## config.mk

```make
export PLATFORM = sky130hd
export DESIGN_NAME = bcd_seven_seg_scan
export DESIGN_NICKNAME = d
export VERILOG_FILES = /design/src/rtl/display_pkg.sv /design/src/rtl/seg7_decode.sv /design/src/rtl/bcd_seven_seg_scan.sv
export SDC_FILE = /design/constraint.sdc
export NUM_CORES = 1
export LEC_CHECK = 0
export CORE_MARGIN = 3
export CORE_UTILIZATION = 55
export CTS_CLUSTER_SIZE = 28
export DETAILED_ROUTE_END_ITERATION = 6
export PLACE_DENSITY_LB_ADDON = 0.12
export SETUP_SLACK_MARGIN = 0.2
export SYNTH_ARGS = -nofsm -noshare
export SYNTH_HDL_FRONTEND = slang
export SYNTH_HIERARCHICAL = 1
export SYNTH_SLANG_ARGS = --single-unit
```

## constraint.sdc

```tcl
create_clock -name clk -period 7 [get_ports clk]
set_input_delay 1.05 -clock clk [delete_from_list [all_inputs] [get_ports clk]]
set_output_delay 1.05 -clock clk [all_outputs]
set_load 0.02 [all_outputs]
```

## src/rtl/display_pkg.sv

```systemverilog
// Shared constants for the BCD seven-segment scanner: slot encodings and
// active-low {g,f,e,d,c,b,a} segment patterns.
package display_pkg;

  typedef enum logic [1:0] {
    S_ONES = 2'd0,
    S_TENS = 2'd1,
    S_HUND = 2'd2,
    S_GAP  = 2'd3
  } slot_e;

  localparam logic [3:0] AN_OFF    = 4'b1111;
  localparam logic [6:0] SEG_BLANK = 7'b1111111;
  localparam logic [6:0] SEG_DASH  = 7'b0111111;

  localparam logic [6:0] SEG_0 = 7'b1000000;
  localparam logic [6:0] SEG_1 = 7'b1111001;
  localparam logic [6:0] SEG_2 = 7'b0100100;
  localparam logic [6:0] SEG_3 = 7'b0110000;
  localparam logic [6:0] SEG_4 = 7'b0011001;
  localparam logic [6:0] SEG_5 = 7'b0010010;
  localparam logic [6:0] SEG_6 = 7'b0000010;
  localparam logic [6:0] SEG_7 = 7'b1111000;
  localparam logic [6:0] SEG_8 = 7'b0000000;
  localparam logic [6:0] SEG_9 = 7'b0010000;

endpackage

```

## src/rtl/seg7_decode.sv

```systemverilog
// Nibble to active-low seven-segment pattern; non-BCD nibbles show a dash.
module seg7_decode
  import display_pkg::*;
(
  input  logic [3:0] nib_i,
  output logic [6:0] seg_o
);

  always_comb begin
    seg_o = SEG_DASH;
    unique case (nib_i)
      4'd0:    seg_o = SEG_0;
      4'd1:    seg_o = SEG_1;
      4'd2:    seg_o = SEG_2;
      4'd3:    seg_o = SEG_3;
      4'd4:    seg_o = SEG_4;
      4'd5:    seg_o = SEG_5;
      4'd6:    seg_o = SEG_6;
      4'd7:    seg_o = SEG_7;
      4'd8:    seg_o = SEG_8;
      4'd9:    seg_o = SEG_9;
      default: seg_o = SEG_DASH;
    endcase
  end

endmodule

```

## src/rtl/bcd_seven_seg_scan.sv

```systemverilog
// Latches 3-digit BCD results and scans them onto a 4-anode display.
// Optional leading-zero blanking: define LEADING_ZERO_BLANK_EN.
module bcd_seven_seg_scan
  import display_pkg::*;
#(
  parameter int REFRESH_DIV = 100000
) (
  input  logic        clk,
  input  logic        rst,
  input  logic [11:0] bcd_d_in,
  input  logic        bcd_rdy,
  output logic [3:0]  an,
  output logic [6:0]  seg,
  output logic        dp,
  output logic        disp_vld
);

  localparam int CW = $clog2(REFRESH_DIV);
  localparam logic [CW-1:0] CNT_MAX = CW'(REFRESH_DIV - 1);

  logic [CW-1:0] cnt_q, cnt_d;
  slot_e         slot_q, slot_d;
  logic [11:0]   lat_q, lat_d;
  logic          vld_q, vld_d;
  logic [3:0]    an_q, an_d;
  logic [6:0]    seg_q, seg_d;
  logic          tick;
  logic [3:0]    nib;
  logic [3:0]    sel;
  logic [6:0]    nib_seg;
  logic          blank_t, blank_h;

  seg7_decode u_dec (
    .nib_i (nib),
    .seg_o (nib_seg)
  );

`ifdef LEADING_ZERO_BLANK_EN
  assign blank_h = (lat_q[11:8] == 4'd0);
  assign blank_t = blank_h && (lat_q[7:4] == 4'd0);
`else
  assign blank_h = 1'b0;
  assign blank_t = 1'b0;
`endif

  assign tick = (cnt_q == CNT_MAX);

  always_comb begin
    cnt_d  = tick ? '0 : cnt_q + CW'(1);
    lat_d  = bcd_rdy ? bcd_d_in : lat_q;
    vld_d  = vld_q | bcd_rdy;
    slot_d = slot_q;
    if (tick) begin
      unique case (slot_q)
        S_ONES: slot_d = S_TENS;
        S_TENS: slot_d = S_HUND;
        S_HUND: slot_d = S_GAP;
        S_GAP:  slot_d = S_ONES;
      endcase
    end
  end

  // Pins follow the current slot and latch with one register of delay
  always_comb begin
    nib   = lat_q[3:0];
    sel   = AN_OFF;
    an_d  = AN_OFF;
    seg_d = SEG_BLANK;
    unique case (slot_q)
      S_ONES: begin
        nib = lat_q[3:0];
        sel = 4'b1110;
      end
      S_TENS: begin
        nib = lat_q[7:4];
        sel = blank_t ? AN_OFF : 4'b1101;
      end
      S_HUND: begin
        nib = lat_q[11:8];
        sel = blank_h ? AN_OFF : 4'b1011;
      end
      S_GAP: sel = AN_OFF;
    endcase
    if (vld_q && sel != AN_OFF) begin
      an_d  = sel;
      seg_d = nib_seg;
    end
  end

  always_ff @(posedge clk or posedge rst) begin
    if (rst) begin
      cnt_q  <= '0;
      slot_q <= S_ONES;
      lat_q  <= 12'h000;
      vld_q  <= 1'b0;
      an_q   <= AN_OFF;
      seg_q  <= SEG_BLANK;
    end else begin
      cnt_q  <= cnt_d;
      slot_q <= slot_d;
      lat_q  <= lat_d;
      vld_q  <= vld_d;
      an_q   <= an_d;
      seg_q  <= seg_d;
    end
  end

  assign an       = an_q;
  assign seg      = seg_q;
  assign dp       = 1'b1;
  assign disp_vld = vld_q;

endmodule

```

==> run_results.csv, run 1 <==
group,metric,value,unit
yosys,synth_ff_type,"dfrtp_1",
detailed_routing,vias_per_cell,5.55,
floorplan,initial_utilization,60.0,%
sta,drv_slew,0,
yosys,ys_seq_area_share,50.7,%
setup_path,cp_slowest_cell,"clkdlybuf4s50_1",
setup_path,cp.arrival,1.42,ns
setup_path,cp-end-kind,"output port",
status,status,"finished clean",
power,ir_worst_vdd,0.151,mV
job,cap_violations,0,
clocking,cts_hold_buf,0,
floorplan,die-area,4590,um^2
global_route,grt_max_degree,43,
placed_design,place_area,2350,um^2
finish,nNetsFinal,237,
finish,drive_gt1_share,16.5,%
sta,hold_viol_final,0,
setup_path,critPathKind,"reg2out",
yosys,synth-seq-cells,42,
power,power_leakage,0.00108,uW
finish,diodes,0,
yosys,synthesis.area,2100,um^2
floorplan,floorplan.rows,21,
floorplan,coreArea,3490,um^2
global_route,grt_pass1_vias,1398,
yosys,async_flop_share,100,%
setup_path,startpoint_type,"flop",
min_path,hold_class,"reg2reg",
floorplan,dieWidth,67.7,um
setup_path,cp_data_required_time,5.95,ns
setup_path,crit_path_max_incr_delay,0.61,ns
sta,period_minus_slack,2.47,ns
sta,relSlewSlack,46.5,%
detailed_routing,wire_per_inst,14.1,um
finish,area_growth,16.2,%
detailed_routing,detail-route-antenna-nets,0,
sta,finalCritPeriodShare,35.3,%
sta,fmax,405,MHz
placed_design,portBuffers,25,
clocking,cts.path.max_buffers,2,
clocking,clock_sinks,42,
sta,skew,0.00548,ns
global_route,grtUsageMet2,31.1,%
detailed_routing,vias,1433,
yosys,yosys_warnings,6,
placed_design,gp_congestion,0.871,
clocking,cts_root_buffer,"clkbuf_8",
global_route,grt-busiest-layer,"met2",
finish,final_area,2430,um^2
clocking,post_cts_resize_count,0,
yosys,syn-instance-count,185,
sta,tightest_slew,0.803,ns
yosys,ys_types,44,
yosys,synth_edf_count,0,
yosys,syn_avg_cell_area,11.3,um^2
clocking,numCtsBuffers,5,
floorplan,die_y,67.7,um
clocking,clkTransAtPathRegs,0.07,ns
global_route,grt_pass1_wl,6410,um
setup_path,path_delay_family,"buffers and inverters",
clocking,clk-insertion-delay-late,0.28,ns
sta,totalNegativeSetupSlack,0,ns
sta,setup_viol,0,
placed_design,dp_hpwl,2690,um
global_route,grtUsageMet1,24.5,%
setup_path,cp_max_fo,1,
setup_path,crit_buf_inv,1,
detailed_routing,wirelength,3630,um
global_route,globalRouteTotalUtil,18.6,%
power,powerDensity,199,nW/um^2
setup_path,crit_chain,"clkdlybuf4s50_1",
floorplan,io-pin-count,28,
detailed_routing,drtIter0Drc,81,
sta,rsz0062_at_grt,"false",
clocking,post_cts_buffers,0,
global_route,antenna_found_initial,0,
clocking,cts_max_level,2,
clocking,cts_tree,"built",
global_route,gr-usage-met3,3.99,%
global_route,grt_overflow_total,0,
detailed_routing,drtPass1Iterations,4,
detailed_routing,drc_errors,0,
cells in the mapped netlist (7+ instances only):
master	n	area share (%)
nand2_1	8	1.4
dfrtp_1	32	38
mux2_2	12	6.4
xor2_1	8	3.3
nand2b_1	8	2.4
nand3_1	7	1.7
ha_1	11	6.6
inv_1	8	1.4
nor2_1	15	2.7
a21oi_1	7	1.7
dfstp_2	10	13
path summary, 6_finish.rpt:
check	from	end	slack [ns]	cells past startpoint
setup / recovery	an[2]	an[2]	4.53	1
max in group asynchronous	rst	an[1]	5.45	3
min in group asynchronous	rst	lat_q[2]	1.19	3
hold / removal	cnt_q[0]	cnt_q[0]	0.51	1
setup reg to reg	slot_q[0]	seg[5]	4.55	9
hold reg to reg	cnt_q[0]	cnt_q[0]	0.51	1
cells by family after synthesis:
| group | share of synthesized area (%) |
|---|---|
| AOI/OAI and AO/OA | 6.39 |
| other | 0.179 |
| and+or+nand+nor | 19.0 |
| muxes | 6.93 |
| adders and majority gates | 6.57 |
| xor gates and xnor gates | 5.85 |
| DFF | 50.7 |
| buffers and inverters | 4.30 |
layout by cell type (no fill, tap or decap), types with 2 or more instances in the layout:
cell type	Yosys	final
nor3_1	3	3
nand2_1	8	8
a21oi_1	7	7
mux2_2	12	12
dfstp_2	10	10
clkbuf_1	2	3
xor2_1	8	8
conb_1	1	2
ha_1	11	11
inv_1	8	8
nor2b_1	2	2
clkbuf_8	0	5
o21ai_0	2	2
clkdlybuf4s50_1	0	25
xnor2_1	6	6
and4_1	2	2
nor4_1	3	3
nand3_1	7	7
nand4_1	5	5
a22oi_1	6	6
dfrtp_1	32	32
o21ai_2	2	2
nor2_1	15	15
nand2b_1	8	8
per-stage QoR:
stage	power, uW	hold WS [ns]	util (%)	setup WS [ns]	std cells
2_1_floorplan	319	0.464	-	4.70	186
3_3_place_gp	343	0.487	67.4	4.64	250
5_1_grt	511	0.545	69.7	4.30	258
6_report	486	0.510	69.7	4.53	258
3_5_place_dp	345	0.497	67.4	4.55	250
4_1_cts	493	0.508	69.7	4.51	258
where the power goes:
part           total [uW]  switching (uW)  internal, uW
logic                72.8            35.0          37.8
registers             267            5.85           261
clock network         146            75.2          70.9
total                 486             116           370
metal layers:
metal	wire (um)	part of all wire, %
met4	31	0.85
met1	1620	45
met5	0	0
met3	208	5.7
met2	1770	49
sequential cells by signal, summed over array words and instances (netlist names):
register  count
cnt_q        17
slot_q        2
an            3
disp_vld      1
lat_q        12
seg           7
area by class of cell:
type / count / area (um^2)
multi-input combinational: 128 / 946
timing repair buffer: 26 / 258
clock buffer: 8 / 80.1
inverter: 8 / 30.0
tap: 46 / 57.6
sequential: 42 / 1060
fill: 263 / 1060
Power figures use the tool's default switching activity.
==> run 2: changes to the inputs <==
--- a/config.mk
+++ b/config.mk
@@ -6,7 +6,7 @@
 export NUM_CORES = 1
 export LEC_CHECK = 0
 export CORE_MARGIN = 3
-export CORE_UTILIZATION = 55
+export CORE_UTILIZATION = 54
 export CTS_CLUSTER_SIZE = 28
 export DETAILED_ROUTE_END_ITERATION = 6
 export PLACE_DENSITY_LB_ADDON = 0.12
==> constraint.sdc (replaced) <==
create_clock -name clk -period 2.4 [get_ports clk]
set_input_delay 0.36 -clock clk [delete_from_list [all_inputs] [get_ports clk]]
set_output_delay 0.36 -clock clk [all_outputs]
set_load 0.02 [all_outputs]
==> run 2 against run 1 <==
  * Clock power rose to 3.2 times the previous value
  * Combinational power increased to 3.1 times the previous value
  * Largest cell class unchanged
  * Sequential power rose to 2.9 times the previous value
  * Clock skew up 0.0028 ns
  * Largest power group unchanged
==> run_results.csv, run 2 (same netlist as run 1, synthesis figures left out) <==
group,metric,value,unit
status,status,"finished clean",
detailed_routing,drtPass1Iterations,5,
setup_path,startpoint_type,"flop",
sta,drv_slew,0,
sta,finalCritPeriodShare,84.6,%
power,power_leakage,0.00111,uW
power,ir_worst_vdd,0.375,mV
global_route,antenna_found_initial,0,
clocking,cts.path.max_buffers,2,
sta,skew,0.00829,ns
detailed_routing,wirelength,3670,um
placed_design,gp_congestion,0.863,
setup_path,reg2reg_from,"slot_q[0]",
job,cap_violations,0,
finish,fillerInstances,289,
setup_path,crit_path_max_incr_delay,0.41,ns
floorplan,io-pin-count,28,
floorplan,floorplan.rows,22,
clocking,numCtsBuffers,5,
placed_design,post-place-ws,0.125,ns
finish,nNetsFinal,241,
sta,whs,0.487,ns
global_route,grt_pass1_wl,6020,um
global_route,grt_pass1_vias,1315,
global_route,grt_overflow_total,0,
floorplan,die_y,68.3,um
detailed_routing,detail-route-antenna-nets,0,
setup_path,reg2reg_depth,9,
setup_path,cp_max_fo,5,
clocking,clk-insertion-delay-late,0.30,ns
power,powerDensity,582,nW/um^2
finish,diodes,0,
floorplan,coreArea,3690,um^2
finish,multi_input_area,978,um^2
detailed_routing,drtIter0Drc,57,
global_route,grt_max_degree,43,
finish,ff_latch_area,1060,um^2
detailed_routing,vias,1424,
global_route,globalRouteTotalUtil,17.9,%
finish,drive_gt1_share,22.7,%
finish,final_common_cell,"dfrtp_1",
power,power,1460,uW
clocking,cts_root_buffer,"clkbuf_8",
sta,hold_viol_final,0,
detailed_routing,drc_errors,0,
clocking,cts_tree,"built",
placed_design,portBuffers,25,
setup_path,cp_data_required_time,2.60,ns
sta,fmax,493,MHz
finish,largest_reg_flops,17,
sta,setup_viol,0,
finish,top_register,"cnt_q",
detailed_routing,vias_per_cell,5.39,
floorplan,initial_utilization,56.8,%
detailed_routing,wire_per_inst,13.9,um
placed_design,dp_hpwl,2670,um
setup_path,ff2ff_setup_slack,0.37,ns
sta,relSlewSlack,54.3,%
finish,fin_util,68.2,%
finish,final_cell_mix,"dfrtp_1, clkdlybuf4s50_1, nor2_1",
setup_path,cp_slowest_cell,"dfrtp_1",
clocking,clock_sinks,42,
setup_path,critPathLaunch,"slot_q[0]",
sta,tightest_slew,0.684,ns
setup_path,cp-endpoint,"seg[5]",
setup_path,crit_chain,"inv_2 -> ha_2 -> a22oi_1 -> a21oi_4 -> buf_4 -> ha_1 -> o21ai_0 -> o31ai_1 -> nand2b_1",
setup_path,rr_endpoint,"seg[5]",
clocking,cts_max_level,2,
sta,totalNegativeSetupSlack,0,ns
floorplan,die-area,4660,um^2
sta,final.setup.worst_slack,0.371,ns
setup_path,cp.arrival,2.23,ns
floorplan,dieWidth,68.3,um
sta,rsz0062_at_grt,"false",
sta,period_minus_slack,2.03,ns
setup_path,critPathKind,"reg2reg",
min_path,hold_class,"in2async",
finish,area_growth,20.0,%
clocking,clkTransAtPathRegs,0.08,ns
setup_path,cp-end-kind,"flop",
[run 2: worst min-delay path by stage]
stage                     end  cells after the start
floorplan            cnt_q[0]                      1
detailed placement   lat_q[3]                      1
CTS                  cnt_q[5]                      3
global route        cnt_q[11]                      1
finish              cnt_q[13]                      3
global placement     cnt_q[8]                      1
[run 2: through the flow]
stage	cells	area [um^2]
detailed placement	254	2380
global route	264	2510
global placement	254	2380
CTS	262	2490
floorplan	186	2100
finish	264	2510
[run 2: power breakdown]
part,internal [uW],switching [uW],leakage (uW)
combinational,118,105,0.000556
clock,231,233,0.0000472
sequential,761,17.1,0.000505
total,1110,355,0.00111
[run 2: layer usage]
| metal | track usage, % | up-vias | share of wire [%] |
|---|---|---|---|
| met1 | 23.3 | 687 | 46 |
| met4 | 9.68 | 0 | 2.2 |
| met3 | 3.94 | 8 | 4.9 |
| met2 | 27.7 | 38 | 47 |
| li1 | - | 691 | - |
| met5 | 0 | - | 0 |
[run 2: layout make-up]
cell class | instances | area share, %
timing repair buffer | 30 | 11.4
inverter | 8 | 1.19
clock buffer | 6 | 3.28
tap | 48 | 2.39
sequential | 42 | 42.3
multi-input combinational | 128 | 38.9
clock inverter | 2 | 0.498
[run 2: repair_timing]
| action | CTS | global route |
|---|---|---|
| gates resized for setup | 4 | 4 |
| hold endpoints to repair | 0 | 0 |
| hold buffers | 0 | 0 |
| setup endpoints to repair | 6 | 7 |
| buffers inserted | 0 | 2 |
| pin swaps | 1 | 1 |
[run 2: critical path, delay by kind of cell, from the launching register on]
kind                       cells  cell delay [ns]
AOI/OAI and AO/OA              4             0.68
adders and majority gates      2             0.41
DFF                            1             0.41
buffers and inverters          2             0.26
and+or+nand+nor                1             0.16
